**src/rtl/rx_lanes_fifo.sv**
```systemverilog
// rx_lanes_fifo: multi-lane start-bit framed serial receiver with optional even parity feeding a DEPTH-entry output FIFO.
module rx_lanes_fifo #(
  parameter int DATA_W    = 16,
  parameter int LANES     = 4,
  parameter int DEPTH     = 4,
  parameter int PARITY_EN = 1,
  parameter int ROUTERID  = -1
) (
  input  logic              clk,
  input  logic              reset,
  input  logic [LANES-1:0]  serial_in,
  input  logic              item_read,
  output logic              valid,
  output logic [DATA_W-1:0] parallel_out,
  output logic              parity_err,
  output logic              channel_busy,
  output logic [7:0]        drop_cnt
);
  localparam int BEATS = DATA_W / LANES;
  localparam int CNT_W = $clog2(BEATS + 1);
  localparam int PTR_W = $clog2(DEPTH);
  localparam logic [CNT_W-1:0] LAST_DATA = CNT_W'(BEATS - 1);
  localparam logic [CNT_W-1:0] LAST_DISC = CNT_W'(BEATS + PARITY_EN - 1);
  typedef enum logic [1:0] {IDLE, RECV, PAR, DISCARD} state_t;
  state_t            r_state;
  logic [CNT_W-1:0]  r_cnt;
  logic [DATA_W-1:0] r_shift, w_shift_nxt;
  logic [DATA_W:0]   r_mem [DEPTH];
  logic [PTR_W-1:0]  r_wptr, r_rptr;
  logic [PTR_W:0]    r_count;
  logic              w_full, w_push, w_pop, w_perr;
  logic [DATA_W:0]   w_wdata, w_head;
  // ROUTERID only tags instances in simulation hierarchies
  if (ROUTERID < -1) begin : g_routerid
  end
  always_comb begin
    w_shift_nxt = r_shift;
    for (int b = 0; b < BEATS; b++)
      if (r_cnt == CNT_W'(b)) w_shift_nxt[b*LANES +: LANES] = serial_in;
  end
  assign w_perr       = (PARITY_EN != 0) & (serial_in[0] ^ (^r_shift));
  assign w_push       = (r_state == RECV && r_cnt == LAST_DATA && PARITY_EN == 0) || r_state == PAR;
  assign w_wdata      = r_state == PAR ? {w_perr, r_shift} : {1'b0, w_shift_nxt};
  assign w_full       = r_count == (PTR_W+1)'(DEPTH);
  assign valid        = r_count != '0;
  assign w_pop        = valid & item_read;
  assign w_head       = r_mem[r_rptr];
  assign parallel_out = valid ? w_head[DATA_W-1:0] : '0;
  assign parity_err   = valid & w_head[DATA_W];
  assign channel_busy = (r_state != IDLE) | w_full;
  always_ff @(posedge clk or posedge reset) begin
    if (reset) begin
      r_state  <= IDLE;
      r_cnt    <= '0;
      r_shift  <= '0;
      drop_cnt <= '0;
      r_wptr   <= '0;
      r_rptr   <= '0;
      r_count  <= '0;
    end else begin
      case (r_state)
        IDLE: if (serial_in[0]) begin
          r_cnt <= '0;
          if (w_full) begin
            r_state  <= DISCARD;
            drop_cnt <= drop_cnt + {7'd0, drop_cnt != 8'hFF};
          end else begin
            r_state <= RECV;
            r_shift <= '0;
          end
        end
        RECV: begin
          r_shift <= w_shift_nxt;
          r_cnt   <= r_cnt + 1'b1;
          if (r_cnt == LAST_DATA) r_state <= PARITY_EN != 0 ? PAR : IDLE;
        end
        PAR: r_state <= IDLE;
        DISCARD: begin
          r_cnt <= r_cnt + 1'b1;
          if (r_cnt == LAST_DISC) r_state <= IDLE;
        end
        default: r_state <= IDLE;
      endcase
      if (w_push) r_wptr <= r_wptr + 1'b1;
      if (w_pop) r_rptr <= r_rptr + 1'b1;
      if (w_push != w_pop) r_count <= w_push ? r_count + 1'b1 : r_count - 1'b1;
    end
  end
  always_ff @(posedge clk) begin
    if (w_push) r_mem[r_wptr] <= w_wdata;
  end
endmodule

```
**config.mk**
```make
export PLATFORM = sky130hd
export DESIGN_NAME = rx_lanes_fifo
export DESIGN_NICKNAME = d
export VERILOG_FILES = /design/src/rtl/rx_lanes_fifo.sv
export SDC_FILE = /design/constraint.sdc
export NUM_CORES = 1
export LEC_CHECK = 0
export ABC_AREA = 1
export BUFFER_PORTS_ARGS = -buffer_cell sky130_fd_sc_hd__buf_2
export CAP_MARGIN = 25
export CORE_ASPECT_RATIO = 0.8
export CORE_MARGIN = 2
export CORE_UTILIZATION = 60
export CTS_CLUSTER_DIAMETER = 30
export CTS_CLUSTER_SIZE = 28
export DETAILED_ROUTE_END_ITERATION = 12
export PLACE_DENSITY_LB_ADDON = 0.08
export SLEW_MARGIN = 20
export SYNTH_ARGS = -nofsm -noshare
export SYNTH_HDL_FRONTEND = slang
export SYNTH_SLANG_ARGS = --single-unit
```
**constraint.sdc**
```tcl
create_clock -name clk -period 2.4 [get_ports clk]
set_clock_uncertainty 0.1 [all_clocks]
set_input_delay 0 -clock clk [delete_from_list [all_inputs] [get_ports clk]]
set_output_delay 0 -clock clk [all_outputs]
set_load 0.02 [all_outputs]
```
# Yosys cells after proc, flatten, opt, wreduce, memory -nomap -nowiden
# Memories as Yosys holds them, arrays and structs flattened.
# Index checks and enable logic that the tools add are counted.
# word_totals
regBits	36
latchBits	0
ram_bits	68
mem_bits_ro	0
inputBits	7
wordCells	63
memories	1
# mem_list
name	depth	word_bits	rd	rd_clocked_by_memory_dff	write_ports	line_no	text
r_mem	4	17	1	0	1	28	logic [DATA_W:0] r_mem [DEPTH];
# classes
n_addsub	6
n_mul	0
div_mod_pow	0
order_cmp	0
eq_ne	14
n_shift	0
muxes	19
bitwise	4
reduce_logical	12
# op_table
op	n
two-way mux 16 bit	3
one-hot mux 16 bit (2 select lines)	1
two-way mux 17 bit	1
two-way mux 4 bit	4
XOR reduction 16 bit	1
AND reduction 3 bit	3
adder 8 x 1 -> 8 bit	1
two-way mux 2 bit	4
!= test 8 bit (second input constant)	1
one-hot mux 2 bit (4 select lines)	1
adder 3 x 1 -> 3 bit (second input constant)	2
== test 3 x 2 -> 1 bit (second input constant)	2
== test 3 bit (second input constant)	2
two-way mux 3 bit	2
!= test 2 bit (second input constant)	3
one-hot mux 3 bit (2 select lines)	1
nonzero test 2 bit	3
adder 2 x 1 -> 2 bit (second input constant)	2
== test 2 bit (second input constant)	2
== test 3 x 1 -> 1 bit (second input constant)	1
zero test 3 bit	1
nonzero test 3 bit	1
subtractor 3 x 1 -> 3 bit (second input constant)	1
AND 1 bit	2
other kinds (9)	10

# Depth between registers and ports, before layout
# depth
depth_word	4
mapped_depth	12
ltp_nobuf	12

# Worst setup path after synthesis
# No wires, ideal clock.
# synth_path
path_type	reg-to-reg
startpoint	register r_wptr[0]
endpoint	memory r_mem[2][0] (netlist name), enable pin
setup_ns	0.391
arrival_time_ns	1.405
t_required_ns	1.909
path_slack_ns	0.504
path_stages_with_launch	5
path_buffers	0
path_cell_list	dfrtp_1 > inv_1 > ha_1 > inv_1 > nor2_1
# synth_rtl
item	line_no	text
from (decl)	29	logic [PTR_W-1:0] r_wptr, r_rptr;
from (signal assigned)	84	if (w_push) r_wptr <= r_wptr + 1'b1;
to (decl)	28	
# No word-level cell before the write port.

# Worst setup path after layout
# layout_path
startpoint	register r_rptr[1]
endpoint	output port parallel_out[15]
# layout_via
elab_chain_cells	2
# layout_rtl
item	line_no	text
from (decl)	29	
from (signal assigned)	85	if (w_pop) r_rptr <= r_rptr + 1'b1;
memory (4 x 17 bit)	-	
two-way mux 16 bit	48	assign parallel_out = valid ? w_head[DATA_W-1:0] : '0;
to (decl)	14	output logic [DATA_W-1:0] parallel_out,
# Every way passes these cells.

==> flow_summary.rst <==
.. list-table::
   :header-rows: 1

   * - Metric
     - Value
   * - Outcome
     - finished clean
   * - Max stage delay on crit path
     - about 0.37 ns
   * - Critical path fanouts, max
     - 10
   * - Cell area after placement
     - around 5300 um2
   * - Area occupied by multi-input gates
     - 1795 um2
   * - Routed vias
     - 3867
   * - Critical Path Sink Type
     - primary output
   * - Number of buffers inserted during clock tree synthesis
     - 9
   * - Post-DR vias/cell
     - 5.556
   * - Sum of routed wire length over all layers
     - 10860 um
   * - Slew at the pin with the worst max-slew slack
     - 0.7069 ns
   * - Number of hold violations in the final report
     - 0
   * - Highest-count cells in the layout ignoring fill and taps
     - sky130_fd_sc_hd__nand2_1 (139), sky130_fd_sc_hd__nor2_1 (84), sky130_fd_sc_hd__edfxtp_1 (68)
   * - #FFs+latches synth
     - 104
   * - Number of flops mapped to enable cells by yosys
     - 68
   * - Antenna violations before repair
     - 0
   * - Number of design-rule violations left by the first detailed-router iteration
     - 308
   * - Remaining max-slew budget at the tightest pin
     - 0.5282
   * - Mapped Cells
     - between 500 and 600
   * - Cells traversed along the worst timing path
     - clkinv_1 -> buf_4 -> nor2_1 -> o21ai_0 -> a21oi_1 -> buf_2
   * - CTS root buf
     - sky130_fd_sc_hd__clkbuf_8
   * - Class of the tightest hold or removal check
     - in2reg
   * - Synth Flop Type
     - sky130_fd_sc_hd__edfxtp_1
   * - Setup repair after global routing missed its margin
     - false
   * - Slowest cell on crit path
     - sky130_fd_sc_hd__dfrtp_1
   * - Routability congestion estimate from global placement
     - between 0.8 and 0.9
   * - Post-layout net count
     - 602
   * - Clock latency on the worst-skew pair
     - 0.36 ns
   * - Die X-Extent
     - 105.9 um
   * - Slew Viols, Final
     - 0
   * - Async SR Flop Fraction
     - 0.3462
   * - YS warnings
     - 0
   * - Synthesized area per cell
     - 9.231 um2
   * - Gr ovfl total
     - 0
   * - Drc violations
     - 0
   * - Number of primary I/O pins
     - 34
   * - Shortest period the worst path allows
     - 2.065 ns
   * - Reg clk slew, reported paths
     - 0.09 ns
   * - Placed Cells
     - between 600 and 700
   * - Post-synthesis cell type count
     - 28
   * - TritonCTS clock tree
     - done
   * - Std-Cell Rows
     - 29
   * - Count of antenna-violating nets left after detailed routing
     - 0
   * - Total of hold buffers inserted after clock tree synthesis
     - 3
   * - Number of global-route vias before repair
     - 3584
   * - Placed wire-length estimate
     - between 7000 and 8000 um
   * - Summed negative setup slack over all endpoints
     - 0 ns
   * - Required time reported for the critical path endpoint
     - 2.30 ns
   * - Finished Cell Area
     - 5565 um2
   * - Placeable Area
     - 7983 um2
   * - Layout filler cell count
     - 624
   * - Max clock buf depth
     - 2
   * - Die H
     - 85.53 um
   * - Total of buffers placed on input and output ports
     - 33
   * - Hold Slack
     - between 0.02 and 0.025 ns
   * - Max H-tree Level
     - 3
   * - Final count of negative-setup-slack endpoints
     - 0
   * - Maximum resistive drop on vdd
     - 993.5 uV
   * - Average routed wire per standard cell
     - 15.61 um
   * - Largest net degree at the start of global routing
     - 37
   * - Global-route wire length before repair
     - 17830 um
   * - Overall global routing resource usage
     - 0.2558
   * - Starting Density
     - 0.6245
   * - Count of antenna diodes in the layout
     - 0
   * - Nets in the synthesized netlist
     - approximately 560
   * - Share of the clock period used by the worst path
     - 0.8605
   * - Critical Path Source Type
     - flop
   * - Area used by sequential logic in the layout
     - 2943 um2
   * - Type of the worst setup path
     - reg2out
   * - Top delay family on crit path
     - buffers and inverters
   * - Area enclosed by the die boundary
     - a little over 9000 um2
   * - Detailed Routing Iterations Pass 1
     - 7
   * - Reported leakage power
     - 2.424 nW
   * - Max-capacitance violation count
     - 0
   * - Maximum operating frequency
     - roughly 480 MHz
   * - Fraction of the yosys area taken by sequential cells
     - 0.5904
   * - Share of cells above drive strength 1
     - 0.1259
   * - Signed area change from the synthesized netlist to the final layout
     - 11.65%
   * - Netlist area before placement
     - roughly 5000 um2
   * - Resized cells post-CTS
     - 0
   * - Post-CTS setup repair buffer count
     - 0
   * - Number of sinks driven by the clock tree
     - 104
   * - Number of standard cells in the layout, taps in and fillers out
     - roughly 700
   * - Count of buffering cells on the critical path with inverters included
     - 3
   * - Crit path arrival time
     - 1.97 ns
   * - P per Cell Area
     - 1353 nW/um2
   * - Commonest non-fill, non-tap cell in the layout
     - sky130_fd_sc_hd__nand2_1
## power by group
part	total, mW	leakage, nW	switching, mW	internal [mW]
clock	1.18	0.109	0.588	0.590
sequential	2.77	1.09	0.235	2.53
combinational	3.58	1.23	2.48	1.10
## flip-flops by register name, summed over array words and instances, names as in the netlist
register,count
r_rptr,2
drop_cnt,8
r_count,3
r_cnt,3
r_wptr,2
r_mem,68
r_state,2
r_shift,16
## cell type report
cell class,count,area share
sequential,104,0.5288
clock inverter,7,0.01686
inverter,45,0.03035
clock buffer,9,0.02226
multi-input combinational,374,0.3226
timing repair buffer,49,0.05486
tap,108,0.02428
## Yosys cell counts (3+ instances only)
library cell / instances / share of area
sky130_fd_sc_hd__ha_1: 11 / 0.028
sky130_fd_sc_hd__nor2_2: 3 / 0.0038
sky130_fd_sc_hd__xnor2_1: 4 / 0.0070
sky130_fd_sc_hd__o21ai_1: 3 / 0.0030
sky130_fd_sc_hd__xor2_1: 8 / 0.014
sky130_fd_sc_hd__buf_2: 9 / 0.0090
sky130_fd_sc_hd__o22ai_1: 17 / 0.021
sky130_fd_sc_hd__edfxtp_1: 68 / 0.41
sky130_fd_sc_hd__inv_1: 40 / 0.030
sky130_fd_sc_hd__clkbuf_1: 6 / 0.0045
sky130_fd_sc_hd__a21oi_1: 20 / 0.020
sky130_fd_sc_hd__nand2_1: 139 / 0.10
sky130_fd_sc_hd__nor2_1: 84 / 0.063
sky130_fd_sc_hd__dfrtp_1: 36 / 0.18
sky130_fd_sc_hd__inv_2: 4 / 0.0030
sky130_fd_sc_hd__nand3_1: 8 / 0.0080
sky130_fd_sc_hd__o21ai_0: 67 / 0.067
## cells by family after synthesis
| family | Yosys count | synth area share |
|---|---|---|
| AO/OA/AOI/OAI | 108 | 0.1132 |
| XOR/XNOR | 12 | 0.02108 |
| adder cells (fa/ha/maj) | 12 | 0.03163 |
| buffers and inverters | 62 | 0.05045 |
| flip-flops | 104 | 0.5904 |
| AND/OR/NAND/NOR | 242 | 0.1933 |
## routing by layer
metal  share of wire  wire length (um)  global-route usage
met5               0                 0                   0
met4           0.012               131             0.05383
met3           0.064               695             0.05775
met2            0.47              5095              0.4170
met1            0.45              4939              0.3601
## worst paths after layout
kind	from	to	slack, ns	depth (start not counted)
setup / recovery	r_rptr[1]	parallel_out[15]	0.33	6
hold / removal	serial_in[1]	r_shift[13]	0.02	3
setup reg to reg	r_cnt[0]	r_mem[1][14]	0.36	5
hold reg to reg	drop_cnt[7]	drop_cnt[7]	0.42	1
max in group asynchronous	reset	drop_cnt[1]	1.45	4
min in group asynchronous	reset	r_state[1]	0.19	3
## tightest hold or removal path, delay by kind of cell
kind                   cells  cell delay, ns
AOI/OAI and AO/OA          2            0.28
buffers and inverters      1            0.15
## metrics by stage
stage               setup WS (ns)  total power [mW]    util
floorplan                  0.5042             5.298       -
global placement           0.5189             6.220  0.6661
detailed placement         0.4241             6.343  0.6661
global route               0.2293             8.075  0.6972
finish                     0.3349             7.530  0.6972
CTS                        0.3441             7.519  0.6972
(Power assumes the default switching activity.)
